--- config.mk ---
export PLATFORM = sky130hd
export DESIGN_NAME = dijkstra_seq
export DESIGN_NICKNAME = d
export VERILOG_FILES = /design/src/rtl/dijkstra_seq.sv
export SDC_FILE = /design/constraint.sdc
export NUM_CORES = 2
export LEC_CHECK = 0
export CAP_MARGIN = 0
export CELL_PAD_IN_SITES_DETAIL_PLACEMENT = 0
export CELL_PAD_IN_SITES_GLOBAL_PLACEMENT = 1
export CORE_AREA = 2 2 537 539
export CTS_BUF_LIST = sky130_fd_sc_hd__clkbuf_8
export CTS_CLUSTER_SIZE = 10
export DETAILED_ROUTE_END_ITERATION = 6
export DIE_AREA = 0 0 539 541
export PLACE_DENSITY_LB_ADDON = 0.1
export SYNTH_ARGS = -nofsm -noshare
export SYNTH_HDL_FRONTEND = slang
export SYNTH_SLANG_ARGS = --single-unit
--- constraint.sdc ---
create_clock -name clk -period 36.3 [get_ports clk]
set_input_delay 7.26 -clock clk [delete_from_list [all_inputs] [get_ports clk]]
set_output_delay 7.26 -clock clk [all_outputs]
set_load 0.01 [all_outputs]
--- src/rtl/dijkstra_seq.sv ---
// Multi-cycle single-source shortest-path engine: INIT, then NUMVALS x (SELECT + NUMVALS RELAX cycles), then FIN.
// Optional DIJKSTRA_EARLY_EXIT_EN: leave for FIN as soon as SELECT finds no reachable unvisited node.
module dijkstra_seq #(
    parameter int NUMVALS = 6,
    parameter int SIZE    = 32,
    parameter int INT_MAX = 10000,
    parameter int IDXW    = (NUMVALS > 1) ? $clog2(NUMVALS) : 1
) (
    input  logic                            clk,
    input  logic                            rst,
    input  logic                            start,
    input  logic [IDXW-1:0]                 src,
    input  logic [NUMVALS*NUMVALS*SIZE-1:0] g_input,
    output logic                            busy,
    output logic                            done,
    output logic                            err,
    output logic [NUMVALS*SIZE-1:0]         o,
    output logic [NUMVALS*IDXW-1:0]         parent_o,
    output logic [NUMVALS-1:0]              reach_o
);

    localparam int GW  = NUMVALS * NUMVALS * SIZE;
    localparam int GIW = $clog2(GW);
    localparam logic [SIZE-1:0] INF   = SIZE'(INT_MAX);
    localparam logic [SIZE:0]   INF_X = (SIZE + 1)'(INT_MAX);
    localparam logic [IDXW-1:0] LAST  = IDXW'(NUMVALS - 1);

    typedef enum logic [2:0] {IDLE, INIT, SELECT, RELAX, FIN} state_t;

    state_t              state_q, state_d;
    logic [GW-1:0]       g_q, g_d;
    logic [IDXW-1:0]     src_q, src_d;
    logic [SIZE-1:0]     dist_q [NUMVALS];
    logic [SIZE-1:0]     dist_d [NUMVALS];
    logic [IDXW-1:0]     par_q  [NUMVALS];
    logic [IDXW-1:0]     par_d  [NUMVALS];
    logic [NUMVALS-1:0]  vis_q, vis_d;
    logic [IDXW-1:0]     u_q, u_d, v_q, v_d, iter_q, iter_d;
    logic                empty_q, empty_d, err_q, err_d;
    logic [NUMVALS*SIZE-1:0] o_q;
    logic [NUMVALS*IDXW-1:0] par_o_q;
    logic [NUMVALS-1:0]      reach_q;

    logic                sel_found;
    logic [IDXW-1:0]     sel_idx;
    logic [SIZE-1:0]     best;
    logic [GIW-1:0]      gbase;
    logic [SIZE-1:0]     w;
    logic [SIZE:0]       cand;
    logic                upd;

    // Strict < keeps the lowest index among equal minimum distances.
    always_comb begin
        sel_found = 1'b0;
        sel_idx   = '0;
        best      = INF;
        for (int unsigned i = 0; i < NUMVALS; i++) begin
            if (!vis_q[i] && dist_q[i] < best) begin
                best      = dist_q[i];
                sel_idx   = IDXW'(i);
                sel_found = 1'b1;
            end
        end
    end

    always_comb begin
        gbase = GIW'((int'(u_q) * NUMVALS + int'(v_q)) * SIZE);
        w     = g_q[gbase +: SIZE];
        cand  = {1'b0, dist_q[u_q]} + {1'b0, w};
        upd   = !empty_q && (v_q != u_q) && !vis_q[v_q] && (w != '0) &&
                (cand < {1'b0, dist_q[v_q]}) && (cand < INF_X);
    end

    always_comb begin
        state_d = state_q;
        g_d     = g_q;
        src_d   = src_q;
        dist_d  = dist_q;
        par_d   = par_q;
        vis_d   = vis_q;
        u_d     = u_q;
        v_d     = v_q;
        iter_d  = iter_q;
        empty_d = empty_q;
        err_d   = err_q;
        case (state_q)
            IDLE: begin
                if (start) begin
                    g_d     = g_input;
                    src_d   = src;
                    state_d = INIT;
                end
            end
            INIT: begin
                for (int unsigned i = 0; i < NUMVALS; i++) begin
                    dist_d[i] = INF;
                    par_d[i]  = IDXW'(i);
                end
                vis_d  = '0;
                iter_d = '0;
                v_d    = '0;
                if (int'(src_q) >= NUMVALS) begin
                    err_d   = 1'b1;
                    state_d = FIN;
                end else begin
                    err_d         = 1'b0;
                    dist_d[src_q] = '0;
                    state_d       = SELECT;
                end
            end
            SELECT: begin
                v_d     = '0;
                empty_d = !sel_found;
                if (sel_found) begin
                    u_d            = sel_idx;
                    vis_d[sel_idx] = 1'b1;
                end
                state_d = RELAX;
`ifdef DIJKSTRA_EARLY_EXIT_EN
                if (!sel_found) state_d = FIN;
`else
`endif
            end
            RELAX: begin
                if (upd) begin
                    dist_d[v_q] = cand[SIZE-1:0];
                    par_d[v_q]  = u_q;
                end
                if (v_q == LAST) begin
                    v_d = '0;
                    if (iter_q == LAST) begin
                        state_d = FIN;
                    end else begin
                        iter_d  = iter_q + 1'b1;
                        state_d = SELECT;
                    end
                end else begin
                    v_d = v_q + 1'b1;
                end
            end
            FIN:     state_d = IDLE;
            default: state_d = IDLE;
        endcase
    end

    always_ff @(posedge clk or negedge rst) begin
        if (!rst) begin
            state_q <= IDLE;
            g_q     <= '0;
            src_q   <= '0;
            dist_q  <= '{default: '0};
            par_q   <= '{default: '0};
            vis_q   <= '0;
            u_q     <= '0;
            v_q     <= '0;
            iter_q  <= '0;
            empty_q <= 1'b0;
            err_q   <= 1'b0;
            o_q     <= '0;
            par_o_q <= '0;
            reach_q <= '0;
        end else begin
            state_q <= state_d;
            g_q     <= g_d;
            src_q   <= src_d;
            dist_q  <= dist_d;
            par_q   <= par_d;
            vis_q   <= vis_d;
            u_q     <= u_d;
            v_q     <= v_d;
            iter_q  <= iter_d;
            empty_q <= empty_d;
            err_q   <= err_d;
            // Capture from next-state so the final RELAX update lands in the FIN-cycle outputs.
            if (state_d == FIN) begin
                for (int unsigned i = 0; i < NUMVALS; i++) begin
                    o_q[i*SIZE +: SIZE]     <= dist_d[i];
                    par_o_q[i*IDXW +: IDXW] <= par_d[i];
                    reach_q[i]              <= (dist_d[i] < INF);
                end
            end
        end
    end

    assign busy     = (state_q == INIT) || (state_q == SELECT) || (state_q == RELAX);
    assign done     = (state_q == FIN);
    assign err      = err_q;
    assign o        = o_q;
    assign parent_o = par_o_q;
    assign reach_o  = reach_q;

endmodule

; ---- Yosys cells after proc, flatten, opt, wreduce, memory -nomap -nowiden
; Index checks and enable logic that the tools add are counted.
[word_totals]
regBits = 1601
inputBits = 1158
output_inout_bits = 219
wordCells = 156
[op_classes]
n_addsub = 4
n_mul = 1
order_cmp = 23
eq_ne = 11
shifts = 1
n_mux = 52
bitwise = 5
reduce_logical = 35
[ops]
columns = cell, n
row1 = indexed part select 1152 x 12 -> 32 bit, 1
row2 = one-hot mux 192 bit (2 select lines), 1
row3 = two-way mux 32 bit, 11
row4 = "< comparator 32 x 14 -> 1 bit, second input constant", 7
row5 = binary-select mux 32 bit (select 3 bit), 2
row6 = bitwise mux 192 bit, 1
row7 = demux 32 bit (select 3 bit), 2
row8 = two-way mux 192 bit, 1
row9 = two-way mux 174 bit, 1
row10 = < comparator 32 bit, 5
row11 = two-way mux 3 bit, 12
row12 = one-hot mux 18 bit (2 select lines), 1
row13 = adder 32 x 32 -> 33 bit, 1
row14 = "< comparator 33 x 14 -> 1 bit, second input constant", 1
row15 = < comparator 33 x 32 -> 1 bit, 1
row16 = nonzero test 32 bit, 1
row17 = inverter 30 bit, 1
row18 = bitwise mux 18 bit, 1
row19 = two-way mux 18 bit, 1
row20 = logical AND 1 bit, 14
row21 = "equality test 3 bit, second input constant", 4
row22 = "greater-or-equal comparator 4 bit, second input constant", 3
row23 = inverter 3 -> 4 bit, 3
row24 = one-hot mux 3 bit (2 select lines), 2
row25 = 26 further kinds, 54

; ---- Longest topological paths before layout
[depth]
word_depth = 25
mapped_depth = 71
mapped_depth_nobuf = 66

; ---- Worst setup path after synthesis
; OpenSTA, ideal clock, no wires.
[synth_timing]
path_type = reg2reg
from = reg dist_q[183] (netlist bit)
to = reg u_q[1]
setup_time_ns = 0.128
arrival_time_ns = 13.505
t_required_ns = 36.172
slack_ns = 22.667
stages_incl_launch_ff = 71
path_buffers = 6
period_less_slack_ns = 13.633
cell_sequence = dfrtp_1 > or4_1 > nor4_2 > and3_1 > clkbuf_1 > nand2_1 > ha_1 > a211oi_1 > o211ai_1 > and3_1 > a221o_1 > a21oi_1 > buf_2 > buf_1 > a21oi_1 > ha_1 > a21o_1 > a21o_1 > (+35 left out) > a21oi_1 > clkbuf_1 > a21oi_1 > ha_1 > a21o_1 > a21o_1 > a21o_1 > a21o_1 > a21o_1 > a21o_1 > a21oi_1 > o21ai_0 > a21o_1 > a211o_1 > or2_2 > o31a_1 > nand3_1 > o22ai_1
[synth_between]
elab_chain_cells = 19
word_cells_on_any_way = 28
classes_between = order compare: 6 / mux: 15 / reduce/logical: 7
[synth_rtl]
columns = item, line_no
row1 = start: declaration, 33  ; logic [SIZE-1:0] dist_q [NUMVALS];
row2 = start signal: assignment, 166  ; dist_q <= dist_d;
row3 = < comparator 32 x 14 -> 1 bit, 58  ; if (!vis_q[i] && dist_q[i] < best) begin
row4 = logical AND 1 bit, 58
row5 = two-way mux 32 bit, 58
row6 = < comparator 32 bit, 58
row7 = logical AND 1 bit, 58
row8 = two-way mux 32 bit, 58
row9 = < comparator 32 bit, 58
row10 = logical AND 1 bit, 58
row11 = (+3 left out), --
row12 = two-way mux 32 bit, 58
row13 = < comparator 32 bit, 58
row14 = logical AND 1 bit, 58
row15 = two-way mux 32 bit, 58
row16 = < comparator 32 bit, 58
row17 = logical AND 1 bit, 58
row18 = two-way mux 1 bit, 58
row19 = AND reduction 2 bit (no line), --
row20 = end signal: assignment, 169  ; u_q <= u_d;
row21 = end: declaration, 38  ; logic [IDXW-1:0] u_q, u_d, v_q, v_d, iter_q, iter_d;
; Parallel ways exist; a longest one is shown, timed or not.
; A chain may end at the register's enable or synchronous reset.

; ---- Final worst setup path
; Ends and elaborated chain as after synthesis.

==> impl_metrics.json <==
{
  "clockBufferDepth": 4,
  "cp_slowest_cell": "nor4_2",
  "synth_edf_count": 0,
  "grt_pass1_wl_mm": 575,
  "syn_area_um2": 79800,
  "finalHoldViolations": 0,
  "critPathMaxFanout": 54,
  "postCtsResizedCells": 0,
  "critPathKind": "flip-flop to flip-flop",
  "cts_tree": "yes",
  "num_rows": 197,
  "grt_overflow": 0,
  "clk_latency_ns": 1.05,
  "slew_violations": 0,
  "cts_buffers": 312,
  "die_area_um2": 292000,
  "path_clk_slew_ns": 0.06,
  "track_usage": 0.280,
  "postRouteAntennaNets": 0,
  "nets": 11081,
  "ys.warnings.count": 0,
  "cts_hold_buffers": 0,
  "ys_seq_elements": 1601,
  "synth_cells": 8407,
  "ys_types": 87,
  "initial_utilization": 0.279,
  "dp_hpwl_mm": 323,
  "vias": 69630,
  "wl_mm": 416,
  "post_cts_buffers": 0,
  "place_ws_ns": 18.94,
  "drcViolationCount": 0,
  "cp-end-kind": "flip-flop",
  "critPathMostFrequentCell": "a21o_1",
  "drt-wirelength-per-cell_um": 30.2,
  "worstPathArrival_ns": 18.03,
  "power_w": 0.0100,
  "cp.required_ns": 37.18,
  "powerDensity_nw_per_um2": 96.6,
  "fmax_mhz": 58.3,
  "io_pins": 1377,
  "post_dp_cell_area_um2": 97500,
  "power_leakage_nw": 49.7,
  "hold_path_class": "flip-flop to flip-flop",
  "synthArstFlopShare": 1.00,
  "gp_congestion": 0.908,
  "worst_pin_slew_ns": 1.35,
  "fin_skew_ns": 0.0772,
  "io_buffers": 1376,
  "maxCapViolations": 0,
  "setup_viol": 0,
  "grt_pass1_vias": 71014,
  "seq_area_frac_synth": 0.502,
  "grt_max_degree": 234,
  "final_cell_mix": "nand2_1, dfrtp_1, clkdlybuf4s50_1, mux4_2, clkbuf_8",
  "vdd.ir_drop.worst_v": 0.000112,
  "clockRootBuffer": "clkbuf_8",
  "area_growth_syn_to_layout_pct": 30.0,
  "cp-start-kind": "flip-flop",
  "dr.pass1.iters": 6,
  "antenna_found_initial": 264,
  "nFillCells": 29470,
  "critPathBufInv": 5,
  "slowest_delay_ns": 0.77,
  "die_y_um": 541,
  "layout-drive-gt1-share": 0.114,
  "clock_sinks": 1601,
  "drtIter0Drc": 5963,
  "synthFlopType": "dfrtp_1",
  "viasPerCell": 5.05,
  "fin_crit_ns": 17.15,
  "final_area_um2": 104000,
  "layout_commonest_cell": "nand2_1",
  "htree_num_levels": 5,
  "finalSetupTns_ns": 0,
  "rsz0062_at_grt": "false",
  "syn_area_per_cell_um2": 9.49,
  "status": "finished clean",
  "post-route-period-util": 0.473,
  "die_w_um": 539,
  "fin_ws_ns": 19.15,
  "slew_headroom": 0.0874,
  "critical-path-top-delay-family": "compound AO/OA/AOI/OAI gates",
  "core_area_um2": 286000
}
cell families after synthesis:
family	Yosys count	synth area share
simple gates	4648	0.235
flops	1601	0.502
compound gates	719	0.0592
buf+inv	602	0.0291
mux	582	0.136
fa+ha+maj	225	0.0355
xor+xnor	29	0.00318
other cells	1	0.0000470
state kept, by name, summed over array words and instances (netlist names), 6 cells and up:
| name | flops |
|---|---|
| parent_o | 18 |
| reach_o | 6 |
| o | 192 |
| dist_q | 192 |
| g_q | 1152 |
| vis_q | 6 |
| par_q | 18 |
Yosys cell counts (all sizes together), types with 16 or more instances:
master,count,share of area
xnor2,16,0.0018
a31oi,21,0.0016
nand4,86,0.0067
nor2,114,0.0054
nand2,3983,0.19
o211ai,17,0.0016
buf,82,0.0047
nor2b,23,0.0018
o21ai,219,0.014
mux2i,41,0.0051
nor3,32,0.0024
a21oi,134,0.0084
and2,123,0.0096
ha,221,0.035
mux4,384,0.11
a221o,22,0.0028
nor4,42,0.0045
a22o,34,0.0037
mux2,157,0.022
dfrtp,1601,0.50
o21a,25,0.0024
nand3,175,0.011
inv,77,0.0036
clkbuf,440,0.021
a21o,63,0.0059
a22oi,69,0.0065
layer usage:
metal	GRT usage	wire [µm]	up-vias
met5	0	686	-
met4	0.0993	13900	106
li1	-	-	30940
met3	0.0669	28000	779
met1	0.357	173000	35229
met2	0.460	200000	2576
metrics by stage:
stage / hold slack (ns) / utilization / std cells
detailed placement: 0.457 / 0.340 / 13166
floorplan: 0.440 / - / 8424
global placement: 0.453 / 0.340 / 13166
global route: 0.481 / 0.362 / 13756
finish: 0.467 / 0.362 / 13785
CTS: 0.471 / 0.361 / 13697
layout make-up:
class | count | area (µm²) | area share
Multi-Input combinational cell | 6221 | 37700 | 0.363
Sequential cell | 1601 | 40100 | 0.386
Timing Repair Buffer | 1483 | 14700 | 0.142
Antenna cell | 88 | 220 | 0.00212
Clock buffer | 369 | 5080 | 0.0490
Tap cell | 3781 | 4730 | 0.0456
Clock inverter | 162 | 962 | 0.00928
Inverter | 80 | 305 | 0.00294
worst min-delay path, stage by stage, from the launching register on:
cell and delay (ns):
dfrtp_1 0.33, nand2_1 0.05, nand2_1 0.05
report_power, final:
| part | internal [W] | switching (W) |
|---|---|---|
| registers | 0.00223 | 0.000357 |
| logic | 0.00194 | 0.00366 |
| clock network | 0.000966 | 0.000865 |
path summary, 6_finish.rpt:
kind	startpoint	to	slack, ns	depth (start not counted)
min reg2reg	g_q[460]$_DFFE_PN0P_	g_q[460]$_DFFE_PN0P_	0.47	2
min	g_q[460]$_DFFE_PN0P_	g_q[460]$_DFFE_PN0P_	0.47	2
max in group asynchronous	rst	g_q[120]$_DFFE_PN0P_	24.50	7
min in group asynchronous	rst	g_q[559]$_DFFE_PN0P_	6.19	1
max reg2reg	dist_q[183]$_DFF_PN0_	u_q[1]$_DFFE_PN0P_	19.15	65
max	dist_q[183]$_DFF_PN0_	u_q[1]$_DFFE_PN0P_	19.15	65
(Power assumes the default switching activity.)
